==> config.mk <==
export PLATFORM = sky130hd
export DESIGN_NAME = apb_cmd_master
export DESIGN_NICKNAME = d
export VERILOG_FILES = /design/src/rtl/apb_cmd_master.sv
export SDC_FILE = /design/constraint.sdc
export NUM_CORES = 1
export LEC_CHECK = 0
export CAP_MARGIN = 20
export CORE_MARGIN = 8
export CORE_UTILIZATION = 43
export DETAILED_ROUTE_END_ITERATION = 10
export GPL_TIMING_DRIVEN = 0
export PLACE_DENSITY_LB_ADDON = 0.12
export SETUP_SLACK_MARGIN = 0.4
export SLEW_MARGIN = 20
export SYNTH_ARGS = -nofsm -noshare
export SYNTH_HDL_FRONTEND = slang
export SYNTH_SLANG_ARGS = --single-unit
==> constraint.sdc <==
create_clock -name HCLK -period 3.6 [get_ports HCLK]
set_input_delay 0.72 -clock HCLK [delete_from_list [all_inputs] [get_ports HCLK]]
set_output_delay 0.72 -clock HCLK [all_outputs]
set_load 0.05 [all_outputs]
==> src/rtl/apb_cmd_master.sv <==
`default_nettype none
// ============================================================================
//  Module   : apb_cmd_master
//  Purpose  : Turns a simple valid/ready command (address, write data,
//             direction) into one APB3 transfer and returns the result on a
//             valid/ready response channel.
//  Ports    : HCLK, HRESETn           - clock, asynchronous active-low reset
//             req_valid/req_ready     - command handshake
//             req_addr/wdata/write    - command payload
//             rsp_valid/rsp_ready     - response handshake
//             rsp_rdata/rsp_err       - read data (0 on writes and timeouts), error
//             PADDR/PWDATA/PWRITE     - APB address phase signals
//             PSEL/PENABLE            - APB phase control
//             PRDATA/PREADY/PSLVERR   - APB slave returns
//  Options  : APB_CMD_MASTER_TIMEOUT_EN - when defined, an ACCESS phase that
//             sees TIMEOUT_CYCLES consecutive PREADY-low cycles is abandoned
//             and answered with rsp_err=1, rsp_rdata=0.
//  Revision : 1.0 - initial release
// ============================================================================
module apb_cmd_master #(
   parameter int APB_ADDR_WIDTH = 12,
   parameter int TIMEOUT_CYCLES = 255
) (
   input  logic                      HCLK,
   input  logic                      HRESETn,
   input  logic                      req_valid,
   output logic                      req_ready,
   input  logic [APB_ADDR_WIDTH-1:0] req_addr,
   input  logic [31:0]               req_wdata,
   input  logic                      req_write,
   output logic                      rsp_valid,
   input  logic                      rsp_ready,
   output logic [31:0]               rsp_rdata,
   output logic                      rsp_err,
   output logic [APB_ADDR_WIDTH-1:0] PADDR,
   output logic [31:0]               PWDATA,
   output logic                      PWRITE,
   output logic                      PSEL,
   output logic                      PENABLE,
   input  logic [31:0]               PRDATA,
   input  logic                      PREADY,
   input  logic                      PSLVERR
);

   typedef enum logic [1:0] {
      ST_IDLE   = 2'd0,
      ST_SETUP  = 2'd1,
      ST_ACCESS = 2'd2,
      ST_RESP   = 2'd3
   } state_t;

   state_t                    r_state;
   state_t                    w_state_nxt;
   logic                      w_accept;
   logic                      w_capture;
   logic                      w_timeout;
   logic [APB_ADDR_WIDTH-1:0] r_paddr;
   logic [31:0]               r_pwdata;
   logic                      r_pwrite;
   logic [31:0]               r_rsp_rdata;
   logic                      r_rsp_err;

`ifdef APB_CMD_MASTER_TIMEOUT_EN
   localparam int                 c_CNT_W   = (TIMEOUT_CYCLES < 2) ? 1 : $clog2(TIMEOUT_CYCLES + 1);
   localparam logic [c_CNT_W-1:0] c_TO_LAST = c_CNT_W'(TIMEOUT_CYCLES - 1);

   logic [c_CNT_W-1:0] r_wait_cnt;

   // Held at zero outside ACCESS so every ACCESS phase starts counting from 0.
   always_ff @(posedge HCLK or negedge HRESETn) begin
      if (!HRESETn)
         r_wait_cnt <= '0;
      else if (r_state != ST_ACCESS)
         r_wait_cnt <= '0;
      else if (!PREADY)
         r_wait_cnt <= r_wait_cnt + 1'b1;
   end

   // Fires on the PREADY-low cycle that brings the count up to TIMEOUT_CYCLES.
   assign w_timeout = (r_state == ST_ACCESS) && !PREADY && (r_wait_cnt == c_TO_LAST);
`else
   // No timeout: wait for PREADY forever. The parameter is referenced only so
   // that both builds share one parameter list; the result is constant 0.
   assign w_timeout = 1'b0 & (TIMEOUT_CYCLES > 0);
`endif

   // ---------------------------------------------------------------- FSM ---
   always_ff @(posedge HCLK or negedge HRESETn) begin
      if (!HRESETn)
         r_state <= ST_IDLE;
      else
         r_state <= w_state_nxt;
   end

   always_comb begin
      w_state_nxt = r_state;
      w_accept    = 1'b0;
      w_capture   = 1'b0;
      // Gated by HRESETn so the command channel stays closed while in reset.
      req_ready   = 1'b0;
      PSEL        = 1'b0;
      PENABLE     = 1'b0;
      rsp_valid   = 1'b0;
      case (r_state)
         ST_IDLE: begin
            req_ready = HRESETn;
            if (req_valid) begin
               w_accept    = 1'b1;
               w_state_nxt = ST_SETUP;
            end
         end
         ST_SETUP: begin
            PSEL        = 1'b1;
            w_state_nxt = ST_ACCESS;
         end
         ST_ACCESS: begin
            PSEL    = 1'b1;
            PENABLE = 1'b1;
            if (PREADY) begin
               w_capture   = 1'b1;
               w_state_nxt = ST_RESP;
            end else if (w_timeout) begin
               w_state_nxt = ST_RESP;
            end
         end
         ST_RESP: begin
            rsp_valid = 1'b1;
            if (rsp_ready)
               w_state_nxt = ST_IDLE;
         end
         default: w_state_nxt = ST_IDLE;
      endcase
   end

   // ----------------------------------------------------------- datapath ---
   // Address-phase signals only change on acceptance, so they stay constant
   // through the transfer and keep their last value between transfers.
   always_ff @(posedge HCLK or negedge HRESETn) begin
      if (!HRESETn) begin
         r_paddr     <= '0;
         r_pwdata    <= '0;
         r_pwrite    <= 1'b0;
         r_rsp_rdata <= '0;
         r_rsp_err   <= 1'b0;
      end else begin
         if (w_accept) begin
            r_paddr  <= req_addr;
            r_pwdata <= req_wdata;
            r_pwrite <= req_write;
         end
         if (w_capture) begin
            r_rsp_rdata <= r_pwrite ? 32'd0 : PRDATA;
            r_rsp_err   <= PSLVERR;
         end else if (w_timeout) begin
            r_rsp_rdata <= 32'd0;
            r_rsp_err   <= 1'b1;
         end
      end
   end

   assign PADDR     = r_paddr;
   assign PWDATA    = r_pwdata;
   assign PWRITE    = r_pwrite;
   assign rsp_rdata = r_rsp_rdata;
   assign rsp_err   = r_rsp_err;

endmodule
`default_nettype wire

# Word level (Yosys, flattened, before mapping)
# Index checks and enable logic that the tools add are counted.
# totals
reg_bits	80
latchBits	0
mem_bits_rw	0
rom_bits	0
out_inout_bits	82
elab_cells	28
mem_count	0
# op_classes
addsub	0
n_mul	0
div_mod_pow	0
n_lt_le_gt_ge	0
n_eq_ne	6
n_shift	0
n_mux	13
bitwise	0
reduce_logical	3
# ops
cell	count
$mux 32	1
$mux 1	8
$pmux 2 s4	1
$mux 2	3
$ne 2x2->1 const B	3
$eq 2x2->1 const B	2
$reduce_and 3->1	1
$eq 2x1->1 const B	1
$logic_not 2->1	1
$reduce_or 2->1	1

# Logic depth before layout (Yosys ltp)
# depth
depth_word	3
mapped_depth	7
mapped_depth_nobuf	5

# Worst setup path after synthesis
# Ideal clock, no wire load.
# synth_timing
kind	in2out
startpoint	input port HRESETn
endpoint	output port req_ready
arrival_ns	1.132
required_time_ns	2.880
setup_slack_ns	1.748
path_stages	1
path_buffers	0
path_cell_list	and2_1
# synth_via
elab_chain_cells	1
# synth_rtl
element	line	text
start, declared	25	input logic HRESETn,
$mux 1	104	case (r_state)
end, declared	27	output logic req_ready,
# No other way between the ends.

# Worst setup path in the final report
# Ends and elaborated chain as after synthesis.

==> results.cfg <==
[cts]
ctsHtreeMaxLevel = 3
cts_resized = 0
path_clk_slew_ns = 0.08
clk_path_buf_depth = 2
post-cts-setup-buffers = 0
insertion_delay_ns = 0.35
root_buffer = clkbuf_8
hold_buffers = 0
clkSinkCount = 80
cts_tree = yes
numCtsBuffers = 9

[critical_path]
cpPeakStageDelay_ns = 0.82
crit_family = buffers and inverters
worst-path-max-fanout = 36
crit_path_cell_trace = buf_4 -> and2_1 -> clkdlybuf4s50_1
critPathKind = in -> out
cp.required_ns = 2.88
cp_data_arrival_time_ns = 2.16
critPathLaunchType = primary input
crit_slowest_cell = clkdlybuf4s50_1
setup.worst_path.end_class = primary output
path_buf_inv = 2

[power]
powerDensity_mw_per_mm2 = 1100
leakagePower_nw = 2.20
peakVddDrop_v = 0.000818
power_mw = 5.68

[routing]
wl_per_cell_um = 16.5
route.detailed.drc = 0
vias = 2500
ant_nets = 0
drt-total-wl_mm = 8.80
routed_via_density = 4.70
dr.pass1.iters = 4
first_iter_violations = 53

[outcome]
status = finished, final reports clean

[final_layout]
fillers = 539
layout.nets = 515
drive_above_1_share_pct = 15.7
area_delta_synth_final_pct = 62.3
layout_commonest_cell = clkdlybuf4s50_1
stdcell_count = 532
fin_util_pct = 71.5
mostFrequentLayoutCells = 163 x clkdlybuf4s50_1, 80 x dfrtp_1, 46 x mux2_2
num_antenna_cells = 0

[synth]
ys_ff_latch = 80
synth_area_mm2 = 0.00318
synth.distinct_cells = 15
synth_area_per_cell_um2 = 12.6
yosysWarnings = 0
synth_nets = 339
netlist_instances = 252
yosysSeqAreaShare_pct = 63.0

[sta]
finalCriticalPeriod_ns = 2.88
holdWs_ns = 0.335
finClkSkew_ns = 0.0113
finalHoldViolCount = 0
tightestPinTransition_ns = 0.541
slew_viol_final = 0
tns_ns = 0
relSlewSlack_pct = 63.8
maxClockFrequency_ghz = 0.348
setup_viol = 0
finalCritPeriodShare_pct = 79.9
rsz0062_at_grt = no

[placed_design]
dp.cells = 516
dp_hpwl_mm = 6.89
gp_congestion = 0.720
port_buffers = 164

[floorplanning]
die-height_um = 102
start_util_pct = 44.0
coreArea_mm2 = 0.00721
rows = 31
die_w_um = 102
num_io_pins = 165
die_area_mm2 = 0.0104

[global_route]
gr-total-overflow = 0
grt_max_degree = 47
grt_antenna_before_repair = 0
grt.total_usage_pct = 17.0
grt_pass1_vias = 2692
grt_pass1_wl_mm = 13.5

[flow_run]
max_cap_violations = 0

[worst_hold_path]
hp-class = in -> async
[power by group]
part	switching, mW	leakage [nW]	internal, mW	total [mW]
clock	0.320	0.0920	0.317	0.637
sequential	0.217	0.971	1.34	1.55
combinational	2.23	1.14	1.26	3.49
total	2.77	2.20	2.91	5.68
[cells in the mapped netlist, drive strengths merged]
master  number  area share [%]
dfrtp       80              63
clkbuf       8            0.95
and2         1            0.20
nand2b      32             6.3
a222oi       1            0.32
nand2       34             4.0
mux2        47              17
nor2         1            0.12
buf          6            0.91
o21ai       32             5.0
ha           4             1.6
mux2i        1            0.32
inv          5            0.59
[sequential cells by signal (all words and copies together), names as in the netlist]
signal / cells
PADDR: 12
rsp_err: 1
rsp_rdata: 32
PWRITE: 1
r_state: 2
PWDATA: 32
[stage by stage]
step	cell area (um2)	setup slack, ns
2_1_floorplan	3180	1.75
3_3_place_gp	4940	-2.20
3_5_place_dp	4970	0.687
4_1_cts	5150	0.688
5_1_grt	5150	0.599
6_report	5150	0.725
[layout make-up]
cell class	instances	area, um2	area share (%)
plain buffers	14	58.8	1.14
clock buffers	10	128	2.48
clock inverters	6	60.1	1.17
inverters	5	18.8	0.364
multi-input cells	153	1100	21.3
flip-flops and latches	80	2000	38.8
well taps	99	124	2.40
repair buffers	165	1670	32.3
[worst paths after layout]
check	startpoint	to	slack, ns	depth (start not counted)
max	HRESETn	req_ready	0.72	3
min	HRESETn	rsp_rdata[25]	0.34	1
max reg2reg	r_state[0]	PADDR[4]	1.85	5
min reg2reg	rsp_rdata[12]	rsp_rdata[12]	0.48	2
max in group asynchronous	HRESETn	PWDATA[26]	2.67	2
min in group HCLK	rsp_rdata[12]	rsp_rdata[12]	0.48	2
[routing by layer]
layer  up-vias  part of all wire, %  GRT usage (%)
met3        10                  7.9           6.13
li1       1184                    -              -
met2        86                   51           28.2
met4         0                  1.4           6.43
met5         -                    0              0
met1      1220                   40           19.6
[worst register-to-register path, cell delays in order, from the launching register on]
cell and delay (ns):
dfrtp_1 0.36, inv_1 0.09, ha_1 0.23, nand2_1 0.26, buf_2 0.32, mux2_2 0.37
[cells by family (layout without fill, tap and decap cells)]
| logic type | Yosys count | count (layout) | share of synthesized area, % |
|---|---|---|---|
| buffers and inverters | 19 | 200 | 2.44 |
| DFF | 80 | 80 | 63.0 |
| adders and majority gates | 4 | 4 | 1.58 |
| muxes | 48 | 48 | 17.0 |
| AOI/OAI and AO/OA | 33 | 33 | 5.36 |
| and+or+nand+nor | 68 | 68 | 10.6 |
(Power assumes the default switching activity.)
